### config.mk
export PLATFORM = sky130hd
export DESIGN_NAME = lvt_port_initiator
export DESIGN_NICKNAME = d
export VERILOG_FILES = /design/src/rtl/lvt_port_initiator.sv
export SDC_FILE = /design/constraint.sdc
export NUM_CORES = 1
export LEC_CHECK = 0
export CAP_MARGIN = 40
export CORE_ASPECT_RATIO = 1.5
export CORE_MARGIN = 3
export CORE_UTILIZATION = 43
export CTS_CLUSTER_DIAMETER = 100
export DETAILED_ROUTE_END_ITERATION = 10
export PLACE_DENSITY = 0.69
export SLEW_MARGIN = 20
export SYNTH_ARGS = -nofsm -noshare
export SYNTH_HDL_FRONTEND = slang
export SYNTH_SLANG_ARGS = --single-unit
### constraint.sdc
create_clock -name clk -period 3.55 [get_ports clk]
set_clock_uncertainty 0.15 [all_clocks]
set_input_delay 0.8875 -clock clk [delete_from_list [all_inputs] [get_ports clk]]
set_output_delay 0.8875 -clock clk [all_outputs]
set_load 0.03 [all_outputs]
### src/rtl/lvt_port_initiator.sv
`default_nettype none
// ============================================================================
// Module   : lvt_port_initiator
// Function : valid/ready client front-end for one LVT memory port; read data
//            returns through a credit-protected first-word-fall-through FIFO.
// Revision : 1.0
// ============================================================================
module lvt_port_initiator #(
  parameter int WIDTH      = 32,
  parameter int DEPTH      = 512,
  parameter int RD_LATENCY = 1,
  parameter int RSP_DEPTH  = 4
) (
  input  logic                           clk,
  input  logic                           rst,
  input  logic                           req_valid,
  output logic                           req_ready,
  input  logic                           req_write,
  input  logic [$clog2(DEPTH)-1:0]       req_addr,
  input  logic [WIDTH-1:0]               req_data,
  output logic                           rsp_valid,
  input  logic                           rsp_ready,
  output logic [WIDTH-1:0]               rsp_data,
  output logic [$clog2(DEPTH)-1:0]       mem_addr,
  output logic                           mem_en,
  output logic [WIDTH-1:0]               mem_d,
  input  logic [WIDTH-1:0]               mem_q,
  output logic [$clog2(RSP_DEPTH+1)-1:0] outstanding
);

  localparam int AW = $clog2(DEPTH);
  localparam int OW = $clog2(RSP_DEPTH + 1);
  localparam int PW = (RSP_DEPTH > 1) ? $clog2(RSP_DEPTH) : 1;
  localparam logic [PW-1:0] PTR_LAST = PW'(RSP_DEPTH - 1);
  localparam logic [OW-1:0] CREDITS  = OW'(RSP_DEPTH);

  logic [AW-1:0]         mem_addr_q, mem_addr_d;
  logic [WIDTH-1:0]      mem_d_q, mem_d_d;
  logic                  mem_en_q, mem_en_d;
  logic                  rd_issue_q, rd_issue_d;
  logic [RD_LATENCY-1:0] inflight_q, inflight_d;
  logic [PW-1:0]         wr_ptr_q, wr_ptr_d;
  logic [PW-1:0]         rd_ptr_q, rd_ptr_d;
  logic [OW-1:0]         count_q, count_d;
  logic [OW-1:0]         out_q, out_d;
  logic [WIDTH-1:0]      fifo_mem [RSP_DEPTH];

  logic accept;
  logic rd_accept;
  logic push;
  logic pop;

  // Reads in flight are tracked by the shift register, so credits are
  // consumed at acceptance rather than when data lands in the FIFO.
  assign req_ready   = ~rst & (out_q < CREDITS);
  assign accept      = req_valid & req_ready;
  assign rd_accept   = accept & ~req_write;
  assign push        = inflight_q[RD_LATENCY-1];
  assign pop         = rsp_valid & rsp_ready;

  assign rsp_valid   = (count_q != '0);
  assign rsp_data    = fifo_mem[rd_ptr_q];
  assign mem_addr    = mem_addr_q;
  assign mem_en      = mem_en_q;
  assign mem_d       = mem_d_q;
  assign outstanding = out_q;

  always_comb begin
    mem_addr_d = mem_addr_q;
    mem_d_d    = mem_d_q;
    mem_en_d   = accept & req_write;
    rd_issue_d = rd_accept;
    if (accept) begin
      mem_addr_d = req_addr;
      if (req_write) begin
        mem_d_d = req_data;
      end
    end
  end

  generate
    if (RD_LATENCY == 1) begin : g_lat_one
      assign inflight_d = rd_issue_q;
    end else begin : g_lat_multi
      assign inflight_d = {inflight_q[RD_LATENCY-2:0], rd_issue_q};
    end
  endgenerate

  always_comb begin
    wr_ptr_d = wr_ptr_q;
    rd_ptr_d = rd_ptr_q;
    count_d  = count_q;
    out_d    = out_q;
    if (push) begin
      wr_ptr_d = (wr_ptr_q == PTR_LAST) ? '0 : wr_ptr_q + 1'b1;
    end
    if (pop) begin
      rd_ptr_d = (rd_ptr_q == PTR_LAST) ? '0 : rd_ptr_q + 1'b1;
    end
    case ({push, pop})
      2'b10:   count_d = count_q + 1'b1;
      2'b01:   count_d = count_q - 1'b1;
      default: count_d = count_q;
    endcase
    case ({rd_accept, pop})
      2'b10:   out_d = out_q + 1'b1;
      2'b01:   out_d = out_q - 1'b1;
      default: out_d = out_q;
    endcase
  end

  always_ff @(posedge clk or posedge rst) begin
    if (rst) begin
      mem_addr_q <= '0;
      mem_d_q    <= '0;
      mem_en_q   <= 1'b0;
      rd_issue_q <= 1'b0;
      inflight_q <= '0;
      wr_ptr_q   <= '0;
      rd_ptr_q   <= '0;
      count_q    <= '0;
      out_q      <= '0;
    end else begin
      mem_addr_q <= mem_addr_d;
      mem_d_q    <= mem_d_d;
      mem_en_q   <= mem_en_d;
      rd_issue_q <= rd_issue_d;
      inflight_q <= inflight_d;
      wr_ptr_q   <= wr_ptr_d;
      rd_ptr_q   <= rd_ptr_d;
      count_q    <= count_d;
      out_q      <= out_d;
    end
  end

  // Storage needs no reset: pointers and count define which entries are live.
  always_ff @(posedge clk) begin
    if (push) begin
      fifo_mem[wr_ptr_q] <= mem_q;
    end
  end

endmodule
`default_nettype wire
==> metrics.txt <==
# TYPE chip_impl_metric gauge
chip_impl_info{name="hold_path_startpoint",value="inflight_d$_DFF_PP0_"} 1
chip_impl_metric{name="drt-vias-per-instance",unit=""} 5.01
chip_impl_metric{name="postCtsSetupBuffers",unit=""} 0
chip_impl_metric{name="globalRoute.totalOverflow",unit=""} 0
chip_impl_metric{name="avgRoutedWirePerCell",unit="um"} 19.0
chip_impl_metric{name="dpl.hpwl",unit="um"} 8860
chip_impl_metric{name="pin_count",unit=""} 157
chip_impl_metric{name="die_h",unit="um"} 162
chip_impl_metric{name="clock_tree.buffer_depth",unit=""} 2
chip_impl_info{name="holdCritPathClass",value="reg2reg"} 1
chip_impl_info{name="setup.worst_path.end",value="rsp_data[26]"} 1
chip_impl_metric{name="hold_viol_final",unit=""} 0
chip_impl_metric{name="track_usage",unit="%"} 16.0
chip_impl_info{name="status",value="completed"} 1
chip_impl_metric{name="worst_setup_hold_path_clk_slew",unit="ns"} 0.07
chip_impl_metric{name="cp.required",unit="ns"} 2.51
chip_impl_metric{name="placement.io_buffers",unit=""} 156
chip_impl_metric{name="pre_cts_slack",unit="ns"} 0.345
chip_impl_info{name="grt_setup_unrepaired",value="no"} 1
chip_impl_metric{name="max_cap_violations",unit=""} 0
chip_impl_metric{name="cp_slowest_stage_delay",unit="ns"} 0.62
chip_impl_metric{name="drt_initial_violations",unit=""} 149
chip_impl_info{name="path_cells",value="buf_12 -> mux4_2 -> clkdlybuf4s50_1"} 1
chip_impl_metric{name="area_of_the_core",unit="um2"} 15800
chip_impl_metric{name="worst-r2r-setup-slack",unit="ns"} 1.40
chip_impl_info{name="postSynth.topFlopCell",value="sky130_fd_sc_hd__edfxtp_1"} 1
chip_impl_metric{name="number_of_cells_on_the_worst_reg_to_reg_path",unit=""} 7
chip_impl_metric{name="synth-edff-count",unit=""} 128
chip_impl_metric{name="routabilityCongestion",unit=""} 0.718
chip_impl_metric{name="static-leakage-power",unit="nW"} 3.44
chip_impl_metric{name="synth.lib_cells_used.distinct",unit=""} 24
chip_impl_info{name="r2r-start",value="count_q[0]$_DFFE_PP0P_"} 1
chip_impl_metric{name="post_cts_resize_count",unit=""} 0
chip_impl_info{name="synthDominantAreaCellType",value="sky130_fd_sc_hd__edfxtp_1"} 1
chip_impl_metric{name="postLayoutCellArea",unit="um2"} 9470
chip_impl_metric{name="wl",unit="um"} 13400
chip_impl_info{name="synth_top_cells_by_area",value="sky130_fd_sc_hd__edfxtp_1, sky130_fd_sc_hd__dfrtp_1, sky130_fd_sc_hd__mux4_2"} 1
chip_impl_metric{name="cts_hold_repair.buffers",unit=""} 0
chip_impl_metric{name="die_area",unit="um2"} 17800
chip_impl_metric{name="min_period",unit="ns"} 3.35
chip_impl_info{name="r2r_end",value="count_q[1]$_DFFE_PP0P_"} 1
chip_impl_metric{name="num_antenna_cells",unit=""} 0
chip_impl_info{name="netlist_top_cells_count",value="sky130_fd_sc_hd__edfxtp_1, sky130_fd_sc_hd__dfrtp_1, sky130_fd_sc_hd__mux4_2"} 1
chip_impl_info{name="worst_setup_path_startpoint",value="rd_ptr_q[0]$_DFFE_PP0P_"} 1
chip_impl_metric{name="synth_nets",unit=""} 403
chip_impl_metric{name="synth_warnings",unit=""} 0
chip_impl_info{name="cts_tree",value="done"} 1
chip_impl_metric{name="grt_max_degree",unit=""} 34
chip_impl_metric{name="cts.sink_count",unit=""} 182
chip_impl_metric{name="fin_total_pwr",unit="mW"} 7.98
chip_impl_metric{name="timing_max_transition_violations_final",unit=""} 0
chip_impl_metric{name="syn_to_final_growth",unit="%"} 35.7
chip_impl_metric{name="syn-instance-count",unit=""} 316
chip_impl_metric{name="grt_antenna_before_repair",unit=""} 0
chip_impl_info{name="most_common_cell_in_the_synthesized_netlist",value="sky130_fd_sc_hd__edfxtp_1"} 1
chip_impl_metric{name="maxClockFrequency",unit="GHz"} 0.298
chip_impl_metric{name="power_density",unit="nW/um2"} 843
chip_impl_metric{name="synth_seq_cells",unit=""} 182
chip_impl_metric{name="grt_pass1_vias",unit=""} 4003
chip_impl_metric{name="detailed_place.area",unit="um2"} 8850
chip_impl_info{name="cp_slowest_cell",value="sky130_fd_sc_hd__clkdlybuf4s50_1"} 1
chip_impl_metric{name="post_synthesis_async_set_or_reset_flop_share",unit="%"} 29.7
chip_impl_metric{name="die_width",unit="um"} 110
chip_impl_metric{name="max-vdd-ir-drop",unit="V"} 0.000477
chip_impl_metric{name="netlist_area",unit="um2"} 6970
chip_impl_metric{name="worstPathMaxFanout",unit=""} 31
chip_impl_metric{name="design.final.nets",unit=""} 573
chip_impl_metric{name="synth_seq_area_share",unit="%"} 74.5
chip_impl_metric{name="critical_path_arrival",unit="ns"} 2.31
chip_impl_metric{name="drc",unit=""} 0
chip_impl_metric{name="clkLatencyLatePin",unit="ns"} 0.42
chip_impl_info{name="critical_path.startpoint_type",value="register"} 1
chip_impl_metric{name="post-route-period-util",unit="%"} 94.4
chip_impl_metric{name="grt_first_pass_wirelength",unit="um"} 21200
chip_impl_metric{name="postLayoutSetupSlackWorst",unit="ns"} 0.199
chip_impl_metric{name="dr_total_vias",unit=""} 3518
chip_impl_metric{name="drive_above_1_share",unit="%"} 24.8
chip_impl_metric{name="total_cts_buffers",unit=""} 17
chip_impl_metric{name="tns",unit="ns"} 0
chip_impl_metric{name="tightest_slew",unit="ns"} 0.590
chip_impl_metric{name="top_area_cell_type_share_of_the_netlist_area",unit="%"} 55.1
chip_impl_metric{name="final_core_utilization",unit="%"} 60.0
chip_impl_metric{name="setup_violations",unit=""} 0
chip_impl_metric{name="detail-route-antenna-nets",unit=""} 0
chip_impl_metric{name="floorplan.rows",unit=""} 56
chip_impl_info{name="capturing_element_type_of_the_critical_path",value="primary output"} 1
chip_impl_metric{name="worst_slew_margin_rel",unit="%"} 60.7
chip_impl_metric{name="initial_core_util",unit="%"} 44.2
chip_impl_metric{name="avgSynthCellArea",unit="um2"} 22.1
chip_impl_info{name="clk_root_buffer_cell",value="sky130_fd_sc_hd__clkbuf_16"} 1
chip_impl_metric{name="drtPass1Iterations",unit=""} 4
chip_impl_metric{name="clock_tree.htree_level_count",unit=""} 4
chip_impl_info{name="setup.worst_path.class",value="reg2out"} 1
## sequential cells by signal, summed over array words and instances, names as in the netlist, 2 cells and up
| register | flops |
|---|---|
| fifo_mem | 128 |
| mem_d | 32 |
| mem_addr | 9 |
| count_q | 3 |
| outstanding | 3 |
| rd_ptr_q | 2 |
| wr_ptr_q | 2 |
## placed cells by master, fill, tap and decap left out, types with 3 or more instances in the layout
| cell | Yosys | routed |
|---|---|---|
| sky130_fd_sc_hd__clkdlybuf4s50_1 | 0 | 156 |
| sky130_fd_sc_hd__edfxtp_1 | 128 | 128 |
| sky130_fd_sc_hd__dfrtp_1 | 54 | 52 |
| sky130_fd_sc_hd__mux4_2 | 32 | 32 |
| sky130_fd_sc_hd__mux2_4 | 29 | 29 |
| sky130_fd_sc_hd__clkbuf_16 | 0 | 17 |
| sky130_fd_sc_hd__mux2_2 | 14 | 14 |
| sky130_fd_sc_hd__inv_1 | 12 | 11 |
| sky130_fd_sc_hd__ha_1 | 7 | 7 |
| sky130_fd_sc_hd__inv_8 | 0 | 5 |
| sky130_fd_sc_hd__nor2_1 | 4 | 4 |
| sky130_fd_sc_hd__and2_2 | 0 | 4 |
| sky130_fd_sc_hd__xor2_1 | 4 | 4 |
| sky130_fd_sc_hd__clkinv_8 | 0 | 4 |
| sky130_fd_sc_hd__buf_16 | 0 | 4 |
| sky130_fd_sc_hd__inv_6 | 0 | 3 |
| sky130_fd_sc_hd__buf_12 | 3 | 3 |
## per-layer routing
metal | up-vias | wire, um | share of wire [%] | track usage [%]
met5 | - | 0 | 0 | 0
met4 | 0 | 205 | 1.5 | 5.39
met3 | 14 | 1060 | 7.9 | 5.57
met2 | 147 | 6930 | 52 | 26.9
met1 | 1785 | 5180 | 39 | 19.0
li1 | 1572 | - | - | -
## worst min-delay path by stage
stage	to	slack [ns]	depth (start not counted)
2_1_floorplan	inflight_q$_DFF_PP0_	0.18	0
3_3_place_gp	inflight_q$_DFF_PP0_	0.18	0
3_5_place_dp	inflight_q$_DFF_PP0_	0.19	0
4_1_cts	inflight_q$_DFF_PP0_	0.21	0
5_1_grt	inflight_q$_DFF_PP0_	0.22	0
6_report	inflight_q$_DFF_PP0_	0.21	0
## per-stage QoR
stage	hold WS [ns]	instances
after floorplan	0.181	316
after global placement	0.185	666
after global routing	0.217	702
final	0.206	702
after CTS	0.205	702
after detailed placement	0.187	670
## power by group
group | switching [mW] | total [mW] | internal, mW
Combinational | 1.63 | 3.21 | 1.58
Sequential | 0.247 | 2.89 | 2.64
Clock | 0.919 | 1.89 | 0.969
Total | 2.79 | 7.98 | 5.19
## critical path: cells and delay by family (launching register included)
kind | cells | cell delay (ns)
muxes | 1 | 0.56
buffers and inverters | 2 | 0.90
DFF | 1 | 0.43
## cell type report
type | count | area (um2)
well taps | 203 | 254
flip-flops and latches | 182 | 5200
inverters | 12 | 45.0
repair buffers | 164 | 1740
fillers | 1196 | 6300
multi-input cells | 109 | 1620
clock inverters | 15 | 188
clock buffers | 17 | 425
## cell families (layout without fill, tap and decap cells)
logic type                 after synthesis  count (layout)  share of synthesized area (%)
DFF                                    182             182                           74.5
muxes                                   77              77                           19.1
buffers and inverters                   25             208                           2.40
and+or+nand+nor                         15              15                           1.26
adders and majority gates                9               9                           1.83
xor gates and xnor gates                 6               6                          0.753
AOI/OAI and AO/OA                        2               2                          0.144
(Power assumes the default switching activity.)
